===== src/rtl/uart_pkg.sv =====
// Shared types and frame-building helpers for the queued UART transmitter.
package uart_pkg;

    typedef enum logic [1:0] {
        IDLE,
        LOAD,
        SHIFT,
        BREAK
    } state_t;

    localparam int MAX_FRAME_BITS = 12;

    // Parity covers only the bits actually sent; odd sense inverts the even result.
    function automatic logic calc_parity(input logic [7:0] data,
                                         input logic       eight,
                                         input logic       ohel);
        return (^data[6:0]) ^ (eight & data[7]) ^ ohel;
    endfunction

    function automatic logic [3:0] frame_len(input logic eight,
                                             input logic pen,
                                             input logic two_stop);
        return 4'd9 + {3'b000, eight} + {3'b000, pen} + {3'b000, two_stop};
    endfunction

    // Unused upper positions stay 1 so the stop bits fall out naturally.
    function automatic logic [MAX_FRAME_BITS-1:0] build_frame(input logic [7:0] data,
                                                              input logic       eight,
                                                              input logic       pen,
                                                              input logic       ohel,
                                                              input logic       two_stop);
        logic [MAX_FRAME_BITS-1:0] f;
        logic                      p;
        f      = '1;
        p      = calc_parity(data, eight, ohel);
        f[0]   = 1'b0;
        f[7:1] = data[6:0];
        if (eight) begin
            f[8] = data[7];
            if (pen) f[9] = p;
        end else if (pen) begin
            f[8] = p;
        end
        if (two_stop) f[MAX_FRAME_BITS-1] = 1'b1;
        return f;
    endfunction

endpackage


===== src/rtl/sync_fifo.sv =====
// Single-clock FIFO with registered occupancy count; a push into a full FIFO is accepted when a pop happens on the same edge.
module sync_fifo
    import uart_pkg::*;
#(
    parameter  int WIDTH = 8,
    parameter  int DEPTH = 16,
    localparam int CNT_W = $clog2(DEPTH) + 1,
    localparam int PTR_W = (DEPTH > 1) ? $clog2(DEPTH) : 1
) (
    input  logic             clk,
    input  logic             rst,
    input  logic             push,
    input  logic             pop,
    input  logic [WIDTH-1:0] din,
    output logic [WIDTH-1:0] dout,
    output logic             full,
    output logic             empty,
    output logic [CNT_W-1:0] count
);

    logic [WIDTH-1:0] mem [DEPTH];
    logic [PTR_W-1:0] wr_ptr;
    logic [PTR_W-1:0] rd_ptr;
    logic             do_push;
    logic             do_pop;

    assign full    = (count == CNT_W'(DEPTH));
    assign empty   = (count == '0);
    assign do_pop  = pop & ~empty;
    assign do_push = push & (~full | do_pop);
    assign dout    = mem[rd_ptr];

    always_ff @(posedge clk) begin
        if (do_push) mem[wr_ptr] <= din;
    end

    // Power-of-two depth lets the pointers wrap on their own.
    always_ff @(posedge clk or negedge rst) begin
        if (!rst) begin
            wr_ptr <= '0;
            rd_ptr <= '0;
            count  <= '0;
        end else begin
            if (do_push) wr_ptr <= wr_ptr + 1'b1;
            if (do_pop)  rd_ptr <= rd_ptr + 1'b1;
            case ({do_push, do_pop})
                2'b10:   count <= count + 1'b1;
                2'b01:   count <= count - 1'b1;
                default: count <= count;
            endcase
        end
    end

endmodule


===== src/rtl/uart_tx_fifo.sv =====
// UART transmit engine fed by a byte FIFO, with runtime frame format, break generation and overflow flag.
module uart_tx_fifo
    import uart_pkg::*;
#(
    parameter  int FIFO_DEPTH = 16,
    parameter  int BAUD_W     = 19,
    localparam int CNT_W      = $clog2(FIFO_DEPTH) + 1
) (
    input  logic              clk,
    input  logic              rst,
    input  logic              write,
    input  logic [7:0]        out_port,
    input  logic              eight,
    input  logic              pen,
    input  logic              ohel,
    input  logic              two_stop,
    input  logic              brk,
    input  logic              ovf_clr,
    input  logic [BAUD_W-1:0] k,
    output logic              TX,
    output logic              TXRDY,
    output logic              busy,
    output logic [CNT_W-1:0]  fifo_count,
    output logic              ovf
);

    state_t                    state;
    logic                      tx_q;
    logic                      ovf_q;
    logic [MAX_FRAME_BITS-1:0] shreg;
    logic [MAX_FRAME_BITS-1:0] next_frame;
    logic [BAUD_W-1:0]         baud_cnt;
    logic [BAUD_W-1:0]         k_lat;
    logic [3:0]                bit_idx;
    logic [3:0]                nbits;
    logic                      fifo_full;
    logic                      fifo_empty;
    logic                      pop;
    logic [7:0]                head;

    assign pop = (state == LOAD);

    sync_fifo #(
        .WIDTH (8),
        .DEPTH (FIFO_DEPTH)
    ) u_fifo (
        .clk   (clk),
        .rst   (rst),
        .push  (write),
        .pop   (pop),
        .din   (out_port),
        .dout  (head),
        .full  (fifo_full),
        .empty (fifo_empty),
        .count (fifo_count)
    );

    assign next_frame = build_frame(head, eight, pen, ohel, two_stop);

    assign TX    = tx_q;
    assign TXRDY = ~fifo_full;
    assign ovf   = ovf_q;
    assign busy  = (state != IDLE) | (fifo_count != '0);

    // A write lost to a full FIFO wins over a same-cycle clear.
    always_ff @(posedge clk or negedge rst) begin
        if (!rst) begin
            ovf_q <= 1'b0;
        end else if (write && fifo_full && !pop) begin
            ovf_q <= 1'b1;
        end else if (ovf_clr) begin
            ovf_q <= 1'b0;
        end
    end

    // LOAD drives the start bit straight away, so SHIFT counts out the remaining bit times.
    always_ff @(posedge clk or negedge rst) begin
        if (!rst) begin
            state    <= IDLE;
            tx_q     <= 1'b1;
            shreg    <= '1;
            baud_cnt <= '0;
            k_lat    <= '0;
            bit_idx  <= '0;
            nbits    <= '0;
        end else begin
            case (state)
                IDLE: begin
                    tx_q     <= 1'b1;
                    baud_cnt <= '0;
                    if (brk) begin
                        state <= BREAK;
                    end else if (!fifo_empty) begin
                        state <= LOAD;
                    end
                end
                LOAD: begin
                    tx_q     <= next_frame[0];
                    shreg    <= {1'b1, next_frame[MAX_FRAME_BITS-1:1]};
                    k_lat    <= k;
                    nbits    <= frame_len(eight, pen, two_stop);
                    bit_idx  <= '0;
                    baud_cnt <= '0;
                    state    <= SHIFT;
                end
                SHIFT: begin
                    if (baud_cnt == k_lat) begin
                        baud_cnt <= '0;
                        if (bit_idx == nbits - 4'd1) begin
                            tx_q  <= 1'b1;
                            state <= IDLE;
                        end else begin
                            tx_q    <= shreg[0];
                            shreg   <= {1'b1, shreg[MAX_FRAME_BITS-1:1]};
                            bit_idx <= bit_idx + 4'd1;
                        end
                    end else begin
                        baud_cnt <= baud_cnt + 1'b1;
                    end
                end
                BREAK: begin
                    if (brk) begin
                        tx_q     <= 1'b0;
                        baud_cnt <= '0;
                    end else begin
                        tx_q <= 1'b1;
                        if (baud_cnt == k) begin
                            baud_cnt <= '0;
                            state    <= IDLE;
                        end else begin
                            baud_cnt <= baud_cnt + 1'b1;
                        end
                    end
                end
                default: state <= IDLE;
            endcase
        end
    end

endmodule


===== config.mk =====
export PLATFORM = sky130hd
export DESIGN_NAME = uart_tx_fifo
export DESIGN_NICKNAME = d
export VERILOG_FILES = /design/src/rtl/uart_pkg.sv /design/src/rtl/sync_fifo.sv /design/src/rtl/uart_tx_fifo.sv
export SDC_FILE = /design/constraint.sdc
export NUM_CORES = 1
export LEC_CHECK = 0
export ABC_AREA = 1
export ABC_CLOCK_PERIOD_IN_PS = 6200
export CORE_MARGIN = 4
export CORE_UTILIZATION = 60
export DETAILED_ROUTE_END_ITERATION = 8
export HOLD_SLACK_MARGIN = 0.15
export PLACE_DENSITY = 0.79
export SETUP_SLACK_MARGIN = 0.2
export SLEW_MARGIN = 20
export SYNTH_ARGS = -nofsm -noshare
export SYNTH_HDL_FRONTEND = slang
export SYNTH_SLANG_ARGS = --single-unit

===== constraint.sdc =====
create_clock -name clk -period 6.2 [get_ports clk]
set_input_delay 0.93 -clock clk [delete_from_list [all_inputs] [get_ports clk]]
set_output_delay 0.93 -clock clk [all_outputs]
set_load 0.02 [all_outputs]

**After elaboration in Yosys (flattened, before gate mapping)**

Memory sizes are Yosys's and may differ from the RTL's.
Cells that the tools add are included.

- Register bits after elaboration: 75
- Bits in writable memories: 128
- Output and inout bits: 9
- Word-level logic and storage cells: 89
- Memories kept: 1

Memories:

| memory | depth | width | rd ports | clocked after Yosys merged registers in | write ports | line | text |
|---|---|---|---|---|---|---|---|
| u_fifo.mem | 16 | 8 | 1 | 0 | 1 | sync_fifo.sv:21 | `logic [WIDTH-1:0] mem [DEPTH];` |

- Add/sub/neg operators: 10
- Equal/unequal tests: 15
- Multiplexer cells: 29
- Bitwise logic cells: 9
- Reductions and logical operators: 14

Operators by type and width:

| kind | number |
|---|---|
| 2-to-1 mux 19 bit | 3 |
| one-hot mux 19 bit (3 select lines) | 1 |
| equality test 19 bit | 2 |
| 2-to-1 mux 12 bit | 2 |
| one-hot mux 12 bit (2 select lines) | 1 |
| adder 19 x 1 -> 19 bit, second input constant | 1 |
| adder 4 x 1 -> 4 bit, second input constant | 3 |
| 2-to-1 mux 2 bit | 6 |
| 2-to-1 mux 1 bit | 10 |
| != test 2 bit, second input constant | 5 |
| one-hot mux 5 bit (2 select lines) | 1 |
| adder 4 x 1 -> 4 bit | 2 |
| 2-to-1 mux 4 bit | 2 |
| one-hot mux 2 bit (4 select lines) | 1 |
| one-hot mux 4 bit (2 select lines) | 1 |
| nonzero test 2 bit | 4 |
| parity 7 bit | 1 |
| equality test 2 bit, second input constant | 3 |
| adder 5 x 1 -> 5 bit, second input constant | 1 |
| equality test 5 bit, second input constant | 1 |
| zero test 5 bit | 1 |
| AND reduction 5 bit | 1 |
| nonzero test 5 bit | 1 |
| subtractor 5 x 1 -> 5 bit, second input constant | 1 |
| 15 further kinds | 22 |

**Longest topological paths before layout**

Gate-level depths: netlist of the first run.

- Word-level depth: 7
- Depth in mapped cells: 22

**By module**

A second synthesis of the first run with hierarchy kept.

- Cells, all modules: 1005
- Area total of the unflattened synthesis: 9715.6 um^2

Modules (own cells, without submodules):

| module | times used | cells each | area each (um^2) |
|---|---|---|---|
| sync_fifo | 1 | 481 | 5963.2 |
| uart_tx_fifo | 1 | 524 | 3752.3 |

**Least setup slack after synthesis of the first run**

Ideal clock, no wire load.

- Path kind: input to register
- From: in write
- To: reg u_fifo.count[4]
- Arrival time: 2.272 ns
- Path slack: 3.806 ns
- Cell stages on the path: 6
- Buffers on the path: 0
- Cells stage by stage: nor2_1 -> inv_1 -> fa_1 -> o21ai_0 -> mux2_2 -> xor2_1

- Word-level cells in the longest chain between the ends: 3

RTL lines:

| what | line | text |
|---|---|---|
| from (decl) | uart_tx_fifo.sv:11 | `input logic write,` |
| bitwise AND 1 bit * | sync_fifo.sv:30 | `assign do_push = push & (~full \| do_pop);` |
| equality test 2 x 1 -> 1 bit / equality test 2 bit (equally long branches) | sync_fifo.sv:46 | `case ({do_push, do_pop})` |
| one-hot mux 5 bit (2 select lines) / nonzero test 2 bit (equally long branches) | n/a |  |
| to (signal assigned) | sync_fifo.sv:47 | `2'b10: count <= count + 1'b1;` |
| to (signal assigned) | sync_fifo.sv:48 | `2'b01: count <= count - 1'b1;` |
| to (signal assigned) | sync_fifo.sv:49 | `default: count <= count;` |
| to (decl) | sync_fifo.sv:18 | `output logic [CNT_W-1:0] count` |

Every way passes the cells marked *; elsewhere a longest branch is shown, timed or not.
A chain may end at the register's enable or synchronous reset.

**Worst setup path in the final report of the first run**

- From: reg u_fifo.count[0]
- To: out busy

- Word-level cells in the longest chain between the ends: 2

RTL lines:

| what | line | text |
|---|---|---|
| nonzero test 5 bit | uart_tx_fifo.sv:63 | `assign busy = (state != IDLE) \| (fifo_count != '0);` |
| bitwise OR 1 bit | uart_tx_fifo.sv:63 |  |
| to (decl) | uart_tx_fifo.sv:22 | `output logic busy,` |

Every way passes these cells.

==> metrics.txt, run 1 <==
DR pass1 iterations 5; vias in the first global route 6580; fmax 315 MHz; Place WS 2.82 ns; Crit path arrival time 2.24 ns; Sinks on Clock Net 200; grt ovf 0; die width 134 um; CTS hold repair buffers 0; max-cap check violation count 0; post-synthesis cell type count 42; Fill cells 1138; post-synthesis cell area 9480 um2; worst slew pin tran 0.923 ns; TritonCTS clock tree yes; area leader, netlist edfxtp_1; die area 17900 um2; DR DRC count 0; antenna cells 0; Final WS setup 3.03 ns; clk slew on worst S/H paths 0.07 ns; Seq/Total Area, Yosys 59.7%; Top Ports 45; post-CTS resize count 0; mux cell area share after synthesis 0.119%; die height 134 um; Final Slew Violations 0; EDFF count, synth 128; Post-CTS Repair Setup Buffers 0; Area Growth Syn to Fin 11.6%; Routed WL 20.7 mm; first-pass GRT wire length 33.9 mm; critical path peak fanout 5; Syn Nets 1011; gr usage total 24.4%; syn avg cell area 9.87 um2; DPL Wire Length 13.3 mm; Synth top area share 40.5%; compound-gate portion of the synthesized area 6.30%; Floorplan Core Area 15300 um2; synthesized flop and latch total 200; RSZ-0062 raised after global routing false; commonest non-fill, non-tap cell in the layout nand2_1; critical path class reg2out; nets@finish 1032; status finished, final reports clean; RD Place Congestion 0.915; most frequent cells in the layout nand2_1 (253), edfxtp_1 (128), nor2_1 (93); cells after synthesis 960; endpoints failing setup 0; Final min period 3.17 ns; Via density 5.55; xor-xnor portion of the synthesized cell area 5.64%; CP required 5.27 ns; largest net degree at the start of global routing 73; Worst VDD drop 0.309 mV; H-tree depth 4; Port Buffers 44; FP Rows 45; Clock Skew 0.0127 ns; vias 6684; CTS Root Cell clkbuf_16; startpoint types register; Crit. End Element output pin; slowest CP cell clkdlybuf4s50_1; largest family of logic cells by synthesized area simple AND/OR/NAND/NOR gates; area share of fa/ha/maj cells after synthesis 2.06%; initial antenna violation count 0; Synthesis Warnings 0; ys flop type edfxtp_1; Iteration-0 DRC Markers 781; ys async rst share 36.0%; pwr dens 436 nW/um2; final period utilization 51.2%; Final Hold Viols 0; share of cells above drive strength 1 7.95%; crit-path max cell delay 0.57 ns; clk buf depth 2; Skew-Pair Late Insertion Delay 0.44 ns; Area contributors post-synth edfxtp_1 (41%), dfrtp_1 (16%), nand2_1 (10%), nand3_1 (3.9%), nor2_1 (3.7%); simple-gate share of the synthesized area 20.2%; DR WL/cell 17.2 um; cell chain of the critical path nor4_1 -> inv_1 -> nor2_1 -> nand2_1 -> clkdlybuf4s50_1; final setup TNS 0 ns; DRT antenna net count 0; CTS Buf Count 17; Hold Crit Class reg2reg; Leak 4.33 nW; Slew HR 38.5%; initial core utilization 61.9%
[power breakdown]
group	leakage, nW	internal, mW	switching (mW)
clock network	0.306	0.653	0.523
registers	2.05	1.69	0.205
logic	1.98	0.524	1.02
[cell usage after synthesis, types with 3 or more instances]
| library cell | count |
|---|---|
| buf_2 | 18 |
| xor2_1 | 37 |
| edfxtp_1 | 128 |
| buf_4 | 7 |
| o211ai_2 | 9 |
| a211oi_1 | 3 |
| xnor2_1 | 24 |
| dfstp_2 | 10 |
| nand2_1 | 253 |
| a21oi_1 | 40 |
| o211ai_1 | 3 |
| inv_2 | 9 |
| or2_2 | 4 |
| nor4_1 | 6 |
| nand3_1 | 73 |
| nor3_1 | 5 |
| nand4_1 | 10 |
| clkbuf_1 | 10 |
| o21ai_1 | 9 |
| nand2_2 | 5 |
| o21ai_0 | 30 |
| nor2_1 | 94 |
| inv_1 | 70 |
| dfrtp_1 | 62 |
| ha_1 | 14 |
| o22ai_1 | 3 |
| buf_6 | 4 |
[worst max-delay path, delay by kind of cell, from the launching register on]
kind | cells | cell delay [ns]
buffers and inverters | 2 | 0.66
flip-flops | 1 | 0.45
AND/OR/NAND/NOR | 3 | 0.69
[flip-flops by register name (all words and copies together) (netlist names)]
signal         flops
u_fifo.mem       128
ovf                1
u_fifo.rd_ptr      4
u_fifo.wr_ptr      4
u_fifo.count       5
baud_cnt          19
k_lat             19
state              2
shreg              9
nbits              4
bit_idx            4
TX                 1
[final cells by class]
class	count	area, um2	share of cell area [%]
clock inverters	15	209	1.98
multi-input cells	634	3260	30.8
repair buffers	46	453	4.28
inverters	82	310	2.93
clock buffers	17	425	4.02
well taps	211	264	2.50
flip-flops and latches	200	5660	53.5
[layer usage]
layer | share of wire, % | vias up | GRT usage (%)
met5 | 0 | - | 0
met4 | 2.3 | 0 | 7.71
met3 | 7.2 | 41 | 5.06
met2 | 48 | 273 | 39.6
met1 | 42 | 3151 | 33.5
li1 | - | 3219 | -
[through the flow]
stage / instances / utilization, % / cell area [um2] / hold WS [ns] / total power, mW
floorplan: 960 / - / 9480 / 0.447 / 3.05
global placement: 1173 / 64.9 / 9940 / 0.459 / 3.38
detailed placement: 1173 / 64.9 / 9940 / 0.459 / 3.43
CTS: 1205 / 69.1 / 10600 / 0.471 / 4.61
global route: 1205 / 69.1 / 10600 / 0.495 / 4.91
finish: 1205 / 69.1 / 10600 / 0.470 / 4.61
[cell families after synthesis]
| logic type | Yosys count |
|---|---|
| and+or+nand+nor | 457 |
| AOI/OAI and AO/OA | 100 |
| adders and majority gates | 15 |
| DFF | 200 |
| buffers and inverters | 126 |
| muxes | 1 |
| xor gates and xnor gates | 61 |
[path summary, 6_finish.rpt]
path,end,from,slack (ns),cells past startpoint
worst max register to register,shreg[7]$_DFFE_PN1P_,u_fifo.rd_ptr[1]$_DFFE_PN0N_,3.13,19
max in group asynchronous,u_fifo.rd_ptr[0]$_DFFE_PN0N_,rst,4.91,1
worst max-delay path,busy,u_fifo.count[0]$_DFFE_PN0P_,3.03,5
min in group asynchronous,u_fifo.rd_ptr[3]$_DFFE_PN0N_,rst,0.62,1
worst min-delay path,shreg[7]$_DFFE_PN1P_,shreg[7]$_DFFE_PN1P_,0.47,2
worst min register to register,shreg[7]$_DFFE_PN1P_,shreg[7]$_DFFE_PN1P_,0.47,2
No activity file was read; power rests on OpenSTA's default activity.
==> inputs of run 2 (changes only) <==
--- a/config.mk
+++ b/config.mk
@@ -6,7 +6,7 @@
 export NUM_CORES = 1
 export LEC_CHECK = 0
 export ABC_AREA = 1
-export ABC_CLOCK_PERIOD_IN_PS = 6200
+export ABC_CLOCK_PERIOD_IN_PS = 3100
 export CORE_MARGIN = 4
 export CORE_UTILIZATION = 60
 export DETAILED_ROUTE_END_ITERATION = 8
==> constraint.sdc (replaced) <==
create_clock -name clk -period 3.1 [get_ports clk]
set_input_delay 0.465 -clock clk [delete_from_list [all_inputs] [get_ports clk]]
set_output_delay 0.465 -clock clk [all_outputs]
set_load 0.02 [all_outputs]
==> metrics.txt, run 2 (synthesized netlist as in run 1, its figures left out) <==
nets@finish 1052; first-pass GRT wire length 32.2 mm; Clock Skew 0.00966 ns; post-CTS resize count 0; largest net degree at the start of global routing 80; Final Slew Violations 0; grt ovf 0; RSZ-0062 raised after global routing false; R2R Setup Slk 0.42 ns; CTS Buf Count 17; Largest regs u_fifo.mem (128), baud_cnt (19), k_lat (19); Layout Utilization 69.9%; worst slew pin tran 0.908 ns; share of cells above drive strength 1 9.28%; max reg flops 128; crit-path max cell delay 0.43 ns; cell chain of the critical path nor4_1 -> inv_1 -> nor2_1 -> inv_1 -> nand2_1 -> nor2_1 -> ha_1 -> nand2_1 -> o21ai_0 -> mux2_2 -> xor2_1; Crit path arrival time 3.00 ns; gr usage total 22.6%; FF-to-FF path depth 11; die width 134 um; DR DRC count 0; Routed WL 19.6 mm; vias 6652; overall power 9.10 mW; Hold Crit Class in2async; status finished, final reports clean; DRT antenna net count 0; DR WL/cell 16.0 um; Slew HR 39.5%; Iteration-0 DRC Markers 510; Area Growth Syn to Fin 12.9%; final instance area 10700 um2; Worst VDD drop 0.569 mV; TritonCTS clock tree yes; Final Hold Viols 0; endpoints failing setup 0; H-tree depth 4; Leak 4.42 nW; Floorplan Core Area 15300 um2; CP required 3.43 ns; DR pass1 iterations 5; clk slew on worst S/H paths 0.07 ns; antenna cells 0; clk buf depth 2; worst reg2reg startpoint u_fifo.count[1]$_DFFE_PN0P_; Top Ports 45; Fill cells 1152; initial core utilization 61.9%; vias in the first global route 6532; commonest non-fill, non-tap cell in the layout nand2_1; slowest CP cell dfrtp_1; critical path class reg2reg; critical path peak fanout 5; reg2reg end u_fifo.count[4]$_DFFE_PN0P_; Most flops, register u_fifo.mem; die height 134 um; CTS Root Cell clkbuf_16; final setup TNS 0 ns; fmax 373 MHz; FP Rows 45; RD Place Congestion 0.795; initial antenna violation count 0; DP Area 10100 um2; die area 17900 um2; Post-CTS Repair Setup Buffers 0; CTS hold repair buffers 0; max-cap check violation count 0; Via density 5.43; pwr dens 851 nW/um2; DPL Wire Length 12.8 mm; Port Buffers 44; Final min period 2.68 ns; startpoint types register; Sinks on Clock Net 200; most frequent cells in the layout nand2_1 (253), edfxtp_1 (128), nor2_1 (93); final period utilization 86.4%; Crit. End Element register; Skew-Pair Late Insertion Delay 0.44 ns
run 2: changes by cell type in the layout (fill, tap and decap cells not counted), moves of 2 or more:
cell and change:
buf_12 +2, inv_6 -2, inv_8 -2, buf_4 +18, clkbuf_1 +3, clkinv_8 -2
run 2: per-layer routing:
| layer | vias to the layer above | global-route usage, % | wire, um |
|---|---|---|---|
| met5 | - | 0 | 0 |
| li1 | 3252 | - | - |
| met2 | 192 | 38.5 | 9840 |
| met1 | 3180 | 29.7 | 8500 |
| met4 | 0 | 8.00 | 347 |
| met3 | 28 | 3.59 | 897 |
run 2: worst max path at each step:
| stage | start | end | slack (ns) | cells past startpoint |
|---|---|---|---|---|
| global route | u_fifo.count[0]$_DFFE_PN0P_ | u_fifo.count[4]$_DFFE_PN0P_ | 0.21 | 11 |
| floorplan | state[0]$_DFFE_PN0P_ | u_fifo.count[4]$_DFFE_PN0P_ | 0.79 | 10 |
| global placement | u_fifo.count[0]$_DFFE_PN0P_ | u_fifo.count[4]$_DFFE_PN0P_ | 0.45 | 11 |
| detailed placement | u_fifo.count[1]$_DFFE_PN0P_ | u_fifo.count[4]$_DFFE_PN0P_ | 0.38 | 11 |
| CTS | u_fifo.count[1]$_DFFE_PN0P_ | u_fifo.count[4]$_DFFE_PN0P_ | 0.37 | 11 |
| finish | u_fifo.count[1]$_DFFE_PN0P_ | u_fifo.count[4]$_DFFE_PN0P_ | 0.42 | 11 |
run 2: worst max-delay path, delay by kind of cell (launching register included):
family	cells	cell delay (ns)
flip-flops	1	0.43
XOR/XNOR	1	0.14
multiplexers	1	0.36
AND/OR/NAND/NOR	5	0.93
adder cells (fa/ha/maj)	1	0.37
buffers and inverters	2	0.16
AO/OA/AOI/OAI	1	0.16
run 2: cell type report:
class | instances | area (um2) | area share (%)
sequential | 200 | 5660 | 52.9
timing repair buffer | 66 | 628 | 5.87
tap | 211 | 264 | 2.47
clock inverter | 11 | 145 | 1.36
inverter | 82 | 310 | 2.90
clock buffer | 20 | 437 | 4.08
multi-input combinational | 634 | 3260 | 30.4
run 2: where the power goes:
part           switching [mW]  internal [mW]
logic                    2.06           1.14
registers               0.320           3.38
clock network           0.938           1.27
run 2: per-stage QoR:
stage / setup slack, ns / hold WS [ns] / instances
5_1_grt: 0.210 / 0.240 / 1224
4_1_cts: 0.368 / 0.202 / 1224
6_report: 0.421 / 0.159 / 1224
3_3_place_gp: 0.454 / 0.470 / 1193
2_1_floorplan: 0.789 / 0.169 / 960
3_5_place_dp: 0.377 / 0.470 / 1193
==> inputs of run 3 (changes only) <==
--- a/config.mk
+++ b/config.mk
@@ -8,11 +8,12 @@
 export ABC_AREA = 1
 export ABC_CLOCK_PERIOD_IN_PS = 3100
 export CORE_MARGIN = 4
-export CORE_UTILIZATION = 60
+export CORE_UTILIZATION = 58
 export DETAILED_ROUTE_END_ITERATION = 8
 export HOLD_SLACK_MARGIN = 0.15
-export PLACE_DENSITY = 0.79
+export PLACE_DENSITY = 0.77
 export SETUP_SLACK_MARGIN = 0.2
+export SKIP_LAST_GASP = 1
 export SLEW_MARGIN = 20
 export SYNTH_ARGS = -nofsm -noshare
 export SYNTH_HDL_FRONTEND = slang
==> metrics.txt, run 3 (synthesized netlist as in run 1, its figures left out) <==
status finished, final reports clean; die height 136 um; area of the multi-input gates 3260 um2; Most flops, register u_fifo.mem; endpoints failing setup 0; vias 6546; initial antenna violation count 0; die area 18500 um2; Clock Skew 0.0131 ns; overall power 8.94 mW; clk slew on worst S/H paths 0.07 ns; clk buf depth 2; die width 136 um; DRT antenna net count 0; CP required 2.63 ns; Via density 5.32; FP Rows 46; Port Buffers 44; Crit path arrival time 2.13 ns; first-pass GRT wire length 32.1 mm; Int Pwr 5.63 mW; Final min period 2.60 ns; DP Area 10100 um2; share of cells above drive strength 1 9.75%; worst slew pin tran 0.950 ns; DR WL/cell 15.8 um; Final Hold Viols 0; DPL Wire Length 12.6 mm; CTS Root Cell clkbuf_16; final instance area 10700 um2; Hold Crit Class in2async; switching share of power 37.0%; DR DRC count 0; Slew HR 36.7%; Comb power frac 35.0%; Final Slew Violations 0; critical path class reg2out; RD Place Congestion 0.824; max-cap check violation count 0; fmax 385 MHz; antenna cells 0; Floorplan Core Area 15900 um2; Crit. End Element output pin; final period utilization 83.8%; grt ovf 0; clock network power share 23.3%; nets@finish 1054; DR pass1 iterations 5; vias in the first global route 6467; Sinks on Clock Net 200; gr usage total 22.4%; switching pwr 3.31 mW; Iteration-0 DRC Markers 526; RSZ-0062 raised after global routing false; Post-CTS Repair Setup Buffers 0; initial core utilization 59.5%; H-tree depth 4; share of power burned in registers 41.7%; startpoint types register; Area Growth Syn to Fin 12.8%; CTS Buf Count 17; Fill cells 1198; Routed WL 19.4 mm; pwr dens 837 nW/um2; TritonCTS clock tree yes; most frequent cells in the layout nand2_1 (252), edfxtp_1 (128), nor2_1 (92); max reg flops 128; Top Ports 45; Leak 4.42 nW; final setup TNS 0 ns; Largest regs u_fifo.mem (128), baud_cnt (19), k_lat (19); commonest non-fill, non-tap cell in the layout nand2_1; register area 5660 um2; Worst VDD drop 0.550 mV; critical path peak fanout 5; largest net degree at the start of global routing 73; Skew-Pair Late Insertion Delay 0.43 ns
run 3: path summary, 6_finish.rpt:
path	startpoint	endpoint	slack, ns	depth (start not counted)
worst max-delay path	u_fifo.count[1]$_DFFE_PN0P_	busy	0.50	5
worst min-delay path	rst	nbits[2]$_DFFE_PN0N_	0.18	1
worst max register to register	u_fifo.count[1]$_DFFE_PN0P_	u_fifo.count[4]$_DFFE_PN0P_	0.54	11
worst min register to register	shreg[7]$_DFFE_PN1P_	shreg[7]$_DFFE_PN1P_	0.48	2
max in group asynchronous	rst	u_fifo.rd_ptr[0]$_DFFE_PN0N_	2.29	1
min in group clk	shreg[7]$_DFFE_PN1P_	shreg[7]$_DFFE_PN1P_	0.48	2
run 3: repair_timing:
action                                  CTS  global route
endpoints found under the setup margin    0             1
resized for setup                         0             2
endpoints found under the hold margin     0             0
hold buffers                              0             0
run 3: stage by stage:
step / hold slack, ns / setup slack, ns / util, % / instances
3_3_place_gp: 0.464 / 0.407 / 63.6 / 1200
2_1_floorplan: 0.169 / 0.789 / - / 960
5_1_grt: 0.261 / 0.260 / 67.1 / 1231
4_1_cts: 0.215 / 0.360 / 67.0 / 1231
6_report: 0.176 / 0.501 / 67.1 / 1231
3_5_place_dp: 0.474 / 0.396 / 63.6 / 1200
run 3: critical path, cell delays in order, from the launching register on:
cell             delay (ns)
dfrtp_1                0.44
nor4_1                 0.29
inv_1                  0.10
nor2_2                 0.19
nand2_1                0.12
clkdlybuf4s50_1        0.56
run 3: final cells by class:
class                      count  share of cell area, %
timing repair buffer          68                   6.02
inverter                      82                   2.90
clock inverter                12                   1.07
clock buffer                  19                   4.05
multi-input combinational    634                   30.5
tap                          216                   2.53
sequential                   200                   52.9
run 3: power groups by stage:
stage / combinational, mW / sequential, mW / clock [mW]
after floorplan: 2.41 / 3.69 / 0
after global placement: 3.04 / 3.77 / 0
after detailed placement: 3.12 / 3.78 / 0
after CTS: 3.14 / 3.73 / 2.11
after global routing: 3.53 / 3.80 / 2.24
final: 3.13 / 3.73 / 2.08
run 3: metal layers:
layer,vias up,routed length (um),track usage [%]
li1,3260,-,-
met1,3116,8560,30.2
met2,148,9710,37.4
met3,22,836,3.96
met4,0,291,6.72
met5,-,0,0
